`config.mk`:
```
export PLATFORM = sky130hd
export DESIGN_NAME = mem_arbiter_flat
export DESIGN_NICKNAME = d
export VERILOG_FILES = /design/src/rtl/mem_arbiter_pkg.sv /design/src/rtl/mem_arbiter_if.sv /design/src/rtl/mem_arbiter_timer.sv /design/src/rtl/mem_arbiter.sv /design/src/flat_wrapper.sv
export SDC_FILE = /design/constraint.sdc
export NUM_CORES = 1
export LEC_CHECK = 0
export ABC_AREA = 1
export CAP_MARGIN = 10
export CORE_AREA = 2 2 108 110
export DETAILED_ROUTE_END_ITERATION = 8
export DIE_AREA = 0 0 110 112
export PLACE_DENSITY = 0.75
export SLEW_MARGIN = 20
export SYNTH_ARGS = -nofsm -noshare
export SYNTH_HDL_FRONTEND = slang
export SYNTH_SLANG_ARGS = --single-unit
```
`constraint.sdc`:
```
create_clock -name clk -period 1.35 [get_ports clk]
set_input_delay 0.2025 -clock clk [delete_from_list [all_inputs] [get_ports clk]]
set_output_delay 0.2025 -clock clk [all_outputs]
set_load 0.05 [all_outputs]
```
`src/rtl/mem_arbiter_pkg.sv`:
```
// Shared types and defaults for the IFU/LSU single-port SRAM arbiter.
// FSM state encodings, owner encoding and default starvation/timeout limits.
package mem_arbiter_pkg;

    localparam int STARVE_MAX_DEF = 4;
    localparam int TIMEOUT_DEF    = 15;

    typedef enum logic [1:0] {
        ARB_IDLE    = 2'd0,
        ARB_WAIT_IF = 2'd1,
        ARB_WAIT_LS = 2'd2
    } arb_state_e;

    typedef enum logic {
        OWN_IF = 1'b0,
        OWN_LS = 1'b1
    } owner_e;

endpackage

```
`src/rtl/mem_arbiter_if.sv`:
```
// Bundle of fetch, load/store and SRAM command/response signals around the arbiter.
// slave = arbiter side, master = requesters plus SRAM macro side.
interface mem_arbiter_if #(
    parameter int AW = 32,
    parameter int DW = 32
);
    logic            if_req_i;
    logic [AW-1:0]   if_addr_i;
    logic            if_flush_i;
    logic            if_gnt_o;
    logic            if_rvalid_o;
    logic [DW-1:0]   if_rdata_o;
    logic            if_err_o;

    logic            ls_req_i;
    logic            ls_we_i;
    logic [AW-1:0]   ls_addr_i;
    logic [DW-1:0]   ls_wdata_i;
    logic [DW/8-1:0] ls_be_i;
    logic            ls_gnt_o;
    logic            ls_rvalid_o;
    logic [DW-1:0]   ls_rdata_o;
    logic            ls_err_o;

    logic            sram_req_o;
    logic            sram_we_o;
    logic [AW-1:0]   sram_addr_o;
    logic [DW-1:0]   sram_wdata_o;
    logic [DW/8-1:0] sram_be_o;
    logic            sram_ack_i;
    logic [DW-1:0]   sram_rdata_i;

    modport slave (
        input  if_req_i, if_addr_i, if_flush_i,
        output if_gnt_o, if_rvalid_o, if_rdata_o, if_err_o,
        input  ls_req_i, ls_we_i, ls_addr_i, ls_wdata_i, ls_be_i,
        output ls_gnt_o, ls_rvalid_o, ls_rdata_o, ls_err_o,
        output sram_req_o, sram_we_o, sram_addr_o, sram_wdata_o, sram_be_o,
        input  sram_ack_i, sram_rdata_i
    );

    modport master (
        output if_req_i, if_addr_i, if_flush_i,
        input  if_gnt_o, if_rvalid_o, if_rdata_o, if_err_o,
        output ls_req_i, ls_we_i, ls_addr_i, ls_wdata_i, ls_be_i,
        input  ls_gnt_o, ls_rvalid_o, ls_rdata_o, ls_err_o,
        input  sram_req_o, sram_we_o, sram_addr_o, sram_wdata_o, sram_be_o,
        output sram_ack_i, sram_rdata_i
    );

endinterface

```
`src/rtl/mem_arbiter_timer.sv`:
```
// Access timeout timer: reloads on every grant, counts down while an access is waiting.
// expired is high in the TIMEOUT-th wait cycle after the grant.
module mem_arb_timer #(
    parameter int TIMEOUT = 15
) (
    input  logic clk,
    input  logic rst,
    input  logic clear,
    input  logic enable,
    output logic expired
);
    localparam int CW = (TIMEOUT > 1) ? $clog2(TIMEOUT + 1) : 1;

    logic [CW-1:0] cnt;

    // Loading TIMEOUT-1 makes terminal count land on the TIMEOUT-th WAIT cycle.
    always_ff @(posedge clk or posedge rst) begin
        if (rst) begin
            cnt <= '0;
        end else if (clear) begin
            cnt <= CW'(TIMEOUT - 1);
        end else if (enable && cnt != '0) begin
            cnt <= cnt - CW'(1);
        end
    end

    assign expired = enable && (cnt == '0);

endmodule

```
`src/rtl/mem_arbiter.sv`:
```
// Single-port SRAM arbiter between fetch (IFU) and load/store (LSU) with starvation guard,
// bus timeout and flushed-fetch dropping. ARB_PERF_CNT_EN adds saturating stall counters.
module mem_arbiter
    import mem_arbiter_pkg::*;
#(
    parameter int STARVE_MAX = STARVE_MAX_DEF,
    parameter int TIMEOUT    = TIMEOUT_DEF
) (
    input  logic clk,
    input  logic rst,
    mem_arbiter_if.slave bus
`ifdef ARB_PERF_CNT_EN
    ,
    output logic [31:0] perf_if_stall_o,
    output logic [31:0] perf_ls_stall_o
`endif
);
    localparam int SW = $clog2(STARVE_MAX + 1);

    arb_state_e    state, state_n;
    owner_e        owner;
    logic [SW-1:0] starve_cnt;
    logic          drop;
    logic          ls_store;
    logic          slot, gnt_if, gnt_ls;
    logic          in_wait, expired, timeout_hit, done;
    logic          if_resp, ls_resp;

    assign in_wait     = (state != ARB_IDLE);
    assign slot        = !rst && (!in_wait || bus.sram_ack_i);
    assign timeout_hit = expired && !bus.sram_ack_i;
    assign done        = in_wait && (bus.sram_ack_i || expired);

    always_ff @(posedge clk or posedge rst) begin
        if (rst) state <= ARB_IDLE;
        else     state <= state_n;
    end

    always_comb begin
        gnt_if  = 1'b0;
        gnt_ls  = 1'b0;
        owner   = OWN_LS;
        state_n = state;
        if (slot) begin
            if (bus.if_req_i && starve_cnt == SW'(STARVE_MAX)) begin
                gnt_if = 1'b1;
            end else if (bus.ls_req_i) begin
                gnt_ls = 1'b1;
            end else if (bus.if_req_i) begin
                gnt_if = 1'b1;
            end
        end
        if (gnt_if) owner = OWN_IF;
        if (gnt_if || gnt_ls) begin
            state_n = (owner == OWN_IF) ? ARB_WAIT_IF : ARB_WAIT_LS;
        end else if (done) begin
            state_n = ARB_IDLE;
        end
    end

    always_ff @(posedge clk or posedge rst) begin
        if (rst) begin
            starve_cnt <= '0;
            drop       <= 1'b0;
            ls_store   <= 1'b0;
        end else begin
            if (!bus.if_req_i || gnt_if) begin
                starve_cnt <= '0;
            end else if (gnt_ls && starve_cnt != SW'(STARVE_MAX)) begin
                starve_cnt <= starve_cnt + SW'(1);
            end
            if (gnt_ls) ls_store <= bus.ls_we_i;
            // A flush alongside the grant marks the new fetch as dead from the start.
            if (gnt_if) begin
                drop <= bus.if_flush_i;
            end else if (gnt_ls || done) begin
                drop <= 1'b0;
            end else if (state == ARB_WAIT_IF && bus.if_flush_i) begin
                drop <= 1'b1;
            end
        end
    end

    mem_arb_timer #(.TIMEOUT(TIMEOUT)) u_timer (
        .clk     (clk),
        .rst     (rst),
        .clear   (gnt_if || gnt_ls),
        .enable  (in_wait),
        .expired (expired)
    );

    assign bus.if_gnt_o     = gnt_if;
    assign bus.ls_gnt_o     = gnt_ls;
    assign bus.sram_req_o   = gnt_if || gnt_ls;
    assign bus.sram_we_o    = gnt_ls && bus.ls_we_i;
    assign bus.sram_addr_o  = gnt_ls ? bus.ls_addr_i : (gnt_if ? bus.if_addr_i : '0);
    assign bus.sram_wdata_o = gnt_ls ? bus.ls_wdata_i : '0;
    assign bus.sram_be_o    = gnt_ls ? bus.ls_be_i : (gnt_if ? '1 : '0);

    // A flush arriving in the completion cycle kills that response too.
    assign if_resp = (state == ARB_WAIT_IF) && done && !drop && !bus.if_flush_i;
    assign ls_resp = (state == ARB_WAIT_LS) && done;

    assign bus.if_rvalid_o = if_resp;
    assign bus.if_err_o    = if_resp && timeout_hit;
    assign bus.if_rdata_o  = (if_resp && !timeout_hit) ? bus.sram_rdata_i : '0;
    assign bus.ls_rvalid_o = ls_resp;
    assign bus.ls_err_o    = ls_resp && timeout_hit;
    assign bus.ls_rdata_o  = (ls_resp && !timeout_hit && !ls_store) ? bus.sram_rdata_i : '0;

`ifdef ARB_PERF_CNT_EN
    always_ff @(posedge clk or posedge rst) begin
        if (rst) begin
            perf_if_stall_o <= '0;
            perf_ls_stall_o <= '0;
        end else begin
            if (bus.if_req_i && !gnt_if && perf_if_stall_o != '1) begin
                perf_if_stall_o <= perf_if_stall_o + 32'd1;
            end
            if (bus.ls_req_i && !gnt_ls && perf_ls_stall_o != '1) begin
                perf_ls_stall_o <= perf_ls_stall_o + 32'd1;
            end
        end
    end
`endif

endmodule

```
`src/flat_wrapper.sv`:
```
// flat-port wrapper written by rule: the top's interface ports become plain ports
module mem_arbiter_flat import mem_arbiter_pkg::*;
#(
    parameter int STARVE_MAX = STARVE_MAX_DEF,
    parameter int TIMEOUT    = TIMEOUT_DEF
)
  (clk, rst, bus_if_req_i, bus_if_addr_i, bus_if_flush_i, bus_if_gnt_o, bus_if_rvalid_o, bus_if_rdata_o, bus_if_err_o, bus_ls_req_i, bus_ls_we_i, bus_ls_addr_i, bus_ls_wdata_i, bus_ls_be_i, bus_ls_gnt_o, bus_ls_rvalid_o, bus_ls_rdata_o, bus_ls_err_o, bus_sram_req_o, bus_sram_we_o, bus_sram_addr_o, bus_sram_wdata_o, bus_sram_be_o, bus_sram_ack_i, bus_sram_rdata_i);
  mem_arbiter_if #(.AW(32), .DW(32)) bus_i ();
  input  logic clk;
  input  logic rst;
  input wire logic [$bits(bus_i.if_req_i)-1:0] bus_if_req_i;
  input wire logic [$bits(bus_i.if_addr_i)-1:0] bus_if_addr_i;
  input wire logic [$bits(bus_i.if_flush_i)-1:0] bus_if_flush_i;
  output wire logic [$bits(bus_i.if_gnt_o)-1:0] bus_if_gnt_o;
  output wire logic [$bits(bus_i.if_rvalid_o)-1:0] bus_if_rvalid_o;
  output wire logic [$bits(bus_i.if_rdata_o)-1:0] bus_if_rdata_o;
  output wire logic [$bits(bus_i.if_err_o)-1:0] bus_if_err_o;
  input wire logic [$bits(bus_i.ls_req_i)-1:0] bus_ls_req_i;
  input wire logic [$bits(bus_i.ls_we_i)-1:0] bus_ls_we_i;
  input wire logic [$bits(bus_i.ls_addr_i)-1:0] bus_ls_addr_i;
  input wire logic [$bits(bus_i.ls_wdata_i)-1:0] bus_ls_wdata_i;
  input wire logic [$bits(bus_i.ls_be_i)-1:0] bus_ls_be_i;
  output wire logic [$bits(bus_i.ls_gnt_o)-1:0] bus_ls_gnt_o;
  output wire logic [$bits(bus_i.ls_rvalid_o)-1:0] bus_ls_rvalid_o;
  output wire logic [$bits(bus_i.ls_rdata_o)-1:0] bus_ls_rdata_o;
  output wire logic [$bits(bus_i.ls_err_o)-1:0] bus_ls_err_o;
  output wire logic [$bits(bus_i.sram_req_o)-1:0] bus_sram_req_o;
  output wire logic [$bits(bus_i.sram_we_o)-1:0] bus_sram_we_o;
  output wire logic [$bits(bus_i.sram_addr_o)-1:0] bus_sram_addr_o;
  output wire logic [$bits(bus_i.sram_wdata_o)-1:0] bus_sram_wdata_o;
  output wire logic [$bits(bus_i.sram_be_o)-1:0] bus_sram_be_o;
  input wire logic [$bits(bus_i.sram_ack_i)-1:0] bus_sram_ack_i;
  input wire logic [$bits(bus_i.sram_rdata_i)-1:0] bus_sram_rdata_i;
  assign bus_i.if_req_i = bus_if_req_i;
  assign bus_i.if_addr_i = bus_if_addr_i;
  assign bus_i.if_flush_i = bus_if_flush_i;
  assign bus_if_gnt_o = bus_i.if_gnt_o;
  assign bus_if_rvalid_o = bus_i.if_rvalid_o;
  assign bus_if_rdata_o = bus_i.if_rdata_o;
  assign bus_if_err_o = bus_i.if_err_o;
  assign bus_i.ls_req_i = bus_ls_req_i;
  assign bus_i.ls_we_i = bus_ls_we_i;
  assign bus_i.ls_addr_i = bus_ls_addr_i;
  assign bus_i.ls_wdata_i = bus_ls_wdata_i;
  assign bus_i.ls_be_i = bus_ls_be_i;
  assign bus_ls_gnt_o = bus_i.ls_gnt_o;
  assign bus_ls_rvalid_o = bus_i.ls_rvalid_o;
  assign bus_ls_rdata_o = bus_i.ls_rdata_o;
  assign bus_ls_err_o = bus_i.ls_err_o;
  assign bus_sram_req_o = bus_i.sram_req_o;
  assign bus_sram_we_o = bus_i.sram_we_o;
  assign bus_sram_addr_o = bus_i.sram_addr_o;
  assign bus_sram_wdata_o = bus_i.sram_wdata_o;
  assign bus_sram_be_o = bus_i.sram_be_o;
  assign bus_i.sram_ack_i = bus_sram_ack_i;
  assign bus_i.sram_rdata_i = bus_sram_rdata_i;
  mem_arbiter #(.STARVE_MAX(STARVE_MAX), .TIMEOUT(TIMEOUT)) u_core (.clk(clk), .rst(rst), .bus(bus_i));
endmodule
```
# ---- After elaboration in Yosys (flattened, before gate mapping)
# Index checks and enable logic that the tools add are counted.
dict set report totals {
  ff_bits 11
  in_bits 139
  output_inout_bits 140
  word_cells 73
}
dict set report classes {
  addsub 2
  n_eq_ne 4
  n_mux 24
  n_reduce_logical 38
}
# op count
set op_table {}
lappend op_table {{$mux 32} 5}
lappend op_table {{$logic_and 1x1->1} 18}
lappend op_table {{$mux 4} 4}
lappend op_table {{$mux 1} 10}
lappend op_table {{$logic_not 1->1} 8}
lappend op_table {{$reduce_bool 2->1} 4}
lappend op_table {{$mux 2} 3}
lappend op_table {{$mux 3} 2}
lappend op_table {{$logic_or 1x1->1} 5}
lappend op_table {{$logic_not 4->1} 1}
lappend op_table {{$reduce_bool 4->1} 1}
lappend op_table {{$sub 4x1->4 const B} 1}
lappend op_table {{$add 3x1->3 const B} 1}
lappend op_table {{$eq 3x3->1 const B} 1}
lappend op_table {{$ne 3x3->1 const B} 1}
lappend op_table {{$reduce_bool 3->1} 1}
lappend op_table {{$eq 2x1->1 const B} 1}
lappend op_table {{$eq 2x2->1 const B} 1}

# ---- Depth between registers and ports, before layout
dict set report logic_depth {
  word_depth 9
  depth_mapped 9
  mapped_depth_nobuf 9
}

# ---- By module
# Synthesis repeated with hierarchy kept, for this count alone.
dict set report hier_totals {
  cells_unflattened 386
  area_unflattened_um2 1948.1
}
# mod instances cells_per_inst area_per_inst_um2 seq_area_each_um2
set by_module_without_submodules {}
lappend by_module_without_submodules {mem_arbiter 1 352 1691.6 175.2}
lappend by_module_without_submodules {mem_arb_timer 1 34 256.5 100.1}

# ---- Least setup slack after synthesis
# No wires, ideal clock.
dict set report synth_path {
  path_type {reg2out}
  startpoint {register u_core.u_timer.cnt[0]}
  endpoint {output bus_if_rdata_o[10]}
  arrival_ps 2337
  t_required_ps 1148
  setup_slack_ps -1190
  path_stages_with_launch 10
  path_buffers 1
  cell_sequence {dfrtp_1 inv_1 ha_1 nand2_1 nor2_1 o21ai_2 nor2_2 nand2_2 buf_2 nor2_1}
}
dict set report synth_via {
  elab_chain_cells 9
  word_cells_on_any_way 11
  classes_between {mux: 1; reduce/logical: 10}
}
# element line
set synth_lines {}
lappend synth_lines {{from (decl)} mem_arbiter_timer.sv:14} ;# logic [CW-1:0] cnt;
lappend synth_lines {{from (signal assigned)} mem_arbiter_timer.sv:21} ;# cnt <= CW'(TIMEOUT - 1);
lappend synth_lines {{from (signal assigned)} mem_arbiter_timer.sv:23} ;# cnt <= cnt - CW'(1);
lappend synth_lines {{$logic_not 4->1} mem_arbiter_timer.sv:27} ;# assign expired = enable && (cnt == '0);
lappend synth_lines {{$logic_and 1x1->1} mem_arbiter_timer.sv:27}
lappend synth_lines {{$logic_or 1x1->1} mem_arbiter.sv:32} ;# assign done = in_wait && (bus.sram_ack_i || expired);
lappend synth_lines {{$logic_and 1x1->1} mem_arbiter.sv:32}
lappend synth_lines {{$logic_and 1x1->1 (3 in a row)} mem_arbiter.sv:101} ;# assign if_resp = (state == ARB_WAIT_IF) && done && !drop && !bus.if_flush_i;
lappend synth_lines {{via bus_if_rvalid_o} flat_wrapper.sv:15} ;# output wire logic [$bits(bus_i.if_rvalid_o)-1:0] bus_if_rvalid_o;
lappend synth_lines {{$logic_and 1x1->1} mem_arbiter.sv:106} ;# assign bus.if_rdata_o = (if_resp && !timeout_hit) ? bus.sram_rdata_i : '0;
lappend synth_lines {{$mux 32} mem_arbiter.sv:106}
lappend synth_lines {{to (decl)} flat_wrapper.sv:16} ;# output wire logic [$bits(bus_i.if_rdata_o)-1:0] bus_if_rdata_o;
# The timed path passes the listed nets, and every way through them passes these cells.

# ---- Final worst setup path
dict set report layout_path {
  startpoint {register u_core.u_timer.cnt[0]}
  endpoint {output bus_if_rdata_o[20]}
}
dict set report layout_via {
  elab_chain_cells 9
  word_cells_on_any_way 11
  classes_between {mux: 1; reduce/logical: 10}
}
# element line
set layout_lines {}
lappend layout_lines {{$logic_not 4->1 (*)} mem_arbiter_timer.sv:27}
lappend layout_lines {{$logic_and 1x1->1 (*)} mem_arbiter_timer.sv:27}
lappend layout_lines {{$logic_or 1x1->1} mem_arbiter.sv:32}
lappend layout_lines {{$logic_and 1x1->1} mem_arbiter.sv:32}
lappend layout_lines {{$logic_and 1x1->1 (3 in a row)} mem_arbiter.sv:101}
lappend layout_lines {{$logic_and 1x1->1 (*)} mem_arbiter.sv:106}
lappend layout_lines {{$mux 32 (*)} mem_arbiter.sv:106}
# Mark *: on every way between the ends. The rest lies on a longest branch, timed or not.

==> results <==
-- through the flow --
step	cell area [um2]	worst slack (ns)	hold WS, ns
floorplan	3810	-0.658	0.102
global placement	8430	-0.594	0.463
detailed placement	8430	-0.641	0.484
CTS	9030	-0.659	0.399
global route	9550	-0.831	0.439
finish	9550	-0.766	0.430
-- per-layer routing --
| metal | part of all wire | track usage |
|---|---|---|
| met2 | 0.57 | 0.499 |
| met5 | 0 | 0 |
| met3 | 0.090 | 0.0802 |
| met4 | 0.052 | 0.119 |
| met1 | 0.29 | 0.217 |
-- sequential cells by signal (all words and copies together), names as in the netlist --
| name | cells |
|---|---|
| u_core.u_timer.cnt | 4 |
| u_core.ls_store | 1 |
| u_core.starve_cnt | 3 |
| u_core.drop | 1 |
| u_core.state | 2 |
-- where the power goes --
part	internal [W]	switching, W	total, W
Sequential	0.000408	0.0000670	0.000475
Combinational	0.00215	0.00240	0.00455
Clock	0.000398	0.000159	0.000557
-- synth_stat cells, drive strengths merged --
cell type,count
a21oi,2
buf,13
clkbuf,3
dfrtp,11
ha,4
inv,87
nand2,127
nand3,15
nand4,2
nor2,105
nor3,1
o211ai,1
o21ai,7
o31ai,1
xor2,1
-- what timing repair did --
| item | in CTS | in global routing |
|---|---|---|
| cloned | 7 | 3 |
| resized for setup | 63 | 78 |
| endpoints found under the setup margin | 151 | 151 |
| buffers inserted | 13 | 13 |
| hold buffers | 0 | 0 |
| pin swaps | 9 | 17 |
-- kinds of logic after synthesis --
| kind of cell | after synthesis | synth area share |
|---|---|---|
| xor+xnor | 1 | 0.00487 |
| buf+inv | 103 | 0.229 |
| fa+ha+maj | 4 | 0.0278 |
| compound gates | 11 | 0.0396 |
| simple gates | 250 | 0.546 |
| flops | 11 | 0.153 |
-- worst reg2reg max path, delay by kind of cell, from the launching register on --
family / cells / cell delay [ns]
and+or+nand+nor: 6 / 0.56
buffers and inverters: 4 / 0.47
DFF: 1 / 0.42
adders and majority gates: 1 / 0.16
-- layout make-up --
cell class	count	area [um2]	share of cell area
diodes	1	2.50	0.000262
clock buffers	4	78.8	0.00825
inverters	87	360	0.0377
multi-input cells	266	3420	0.358
flip-flops and latches	11	277	0.0289
well taps	143	179	0.0187
repair buffers	361	5230	0.548
-- worst paths after layout --
kind / from / end / depth (start not counted)
max reg2reg: u_core.starve_cnt[1] / u_core.starve_cnt[1] / 11
min: rst / u_core.state[1] / 3
max: u_core.u_timer.cnt[0] / bus_if_rdata_o[20] / 10
min in group clk: u_core.u_timer.cnt[2] / u_core.u_timer.cnt[2] / 2
max in group asynchronous: rst / u_core.state[0] / 4
min reg2reg: u_core.u_timer.cnt[2] / u_core.u_timer.cnt[2] / 2
==> flow_metrics.py <==
metrics = {
    "run_status": {
        "status": "complete, but fails checks",
        "violations": "setup timing",
    },
    "placement": {
        "placedCellCount": 834,
        "gp_congestion": 0.866,
        "portBuffers": 278,
        "dp_hpwl_um": 11300,
    },
    "synth": {
        "yosysTopAreaCell": "nand2_1",
        "syn_inst": 380,
        "synth_cell_types": 24,
        "yosys_warnings": 0,
        "synth_nets": 523,
        "ys_ff_latch": 11,
        "synth_area_um2": 1800,
        "ys_top_cells_by_area": "nand2_1 (26%), nor2_1 (21%), inv_1 (18%)",
        "synth_top_area_frac": 0.261,
        "seq_area_frac_synth": 0.153,
        "syn_area_per_cell_um2": 4.74,
    },
    "timing": {
        "fin_skew_ns": 0.00296,
        "fmaxAchievable_mhz": 473,
        "rsz0062_at_grt": "true",
        "maxSlewHeadroom": 0.824,
        "worstMarginPinSlew_ns": 0.262,
        "finalSetupTns_ns": -95.51,
        "fin_crit_sh": 1.57,
        "hold_viol": 0,
        "setup-violations-final": 151,
        "drv_slew": 0,
        "min_period_ns": 2.12,
        "fin_ws_ns": -0.766,
    },
    "critical_path": {
        "crit_arrival_ns": 1.91,
        "path_class": "register to primary output",
        "crit_buf_inv": 3,
        "crit_chain": "inv_2 > ha_4 > nand2_4 > nor2_4 > o21ai_4 > nor2_4 > nand2_8 > buf_16 > nor2_4 > buf_12",
        "crit_top_cell": "nor2_4",
        "start_kind": "register",
        "rrSetupSlack_ns": -0.38,
        "cpMaxStageDelayCell": "dfrtp_1",
        "worst-path-max-fanout": 7,
        "crit_family": "simple AND/OR/NAND/NOR gates",
        "cp-end-kind": "primary output",
        "critPathMaxStageDelay_ns": 0.40,
        "required_ns": 1.15,
    },
    "global_route": {
        "grt_start_max_net_pins": 15,
        "grt_pass1_wl_um": 23600,
        "overflow": 0,
        "first_global_vias": 4429,
        "grt_antenna_before_repair": 1,
        "grt_usage": 0.251,
    },
    "power": {
        "power_w": 0.00558,
        "irDropWorstVdd_uv": 450,
        "p_per_area_nw_per_um2": 585,
        "leakagePower_nw": 3.97,
    },
    "cells_and_area": {
        "drive_gt1_frac": 0.642,
        "nFillCells": 489,
        "layout.cells.non_filler": 873,
        "area_growth_pct": 431,
        "layout.nets": 873,
        "final_common_cell": "buf_12",
        "post-route-util": 0.855,
        "mostFrequentLayoutCells": "buf_12 (153), clkdlybuf4s50_1 (137), nor2_4 (102)",
    },
    "detailed_routing": {
        "first_pass_iters": 4,
        "drt_wl_total_um": 17700,
        "drt_iter0_drc": 147,
        "drc": 0,
        "antenna_left": 0,
        "avgViaCountPerCell": 4.59,
        "wl_per_cell_um": 20.3,
        "vias": 4010,
    },
    "hold_path": {
        "hp-class": "input pin to async pin",
    },
    "floorplan": {
        "initial_utilization": 0.161,
        "die_height_um": 112,
        "die_w_um": 110,
        "rows": 39,
        "io_pins": 279,
        "die_area_um2": 12300,
        "core_um2": 11200,
    },
    "clock_network": {
        "cts-buffers-inserted": 3,
        "cts_max_level": 1,
        "clock_latency_ns": 0.24,
        "clock_sinks": 11,
        "cts.clk_slew.worst_paths_ns": 0.04,
        "cts_tree": "done",
        "cts_max_path_buffers": 2,
        "clock-root-buffer": "clkbuf_16",
    },
    "run": {
        "max_cap_violations": 0,
    },
}
No activity file was read; power rests on OpenSTA's default activity.
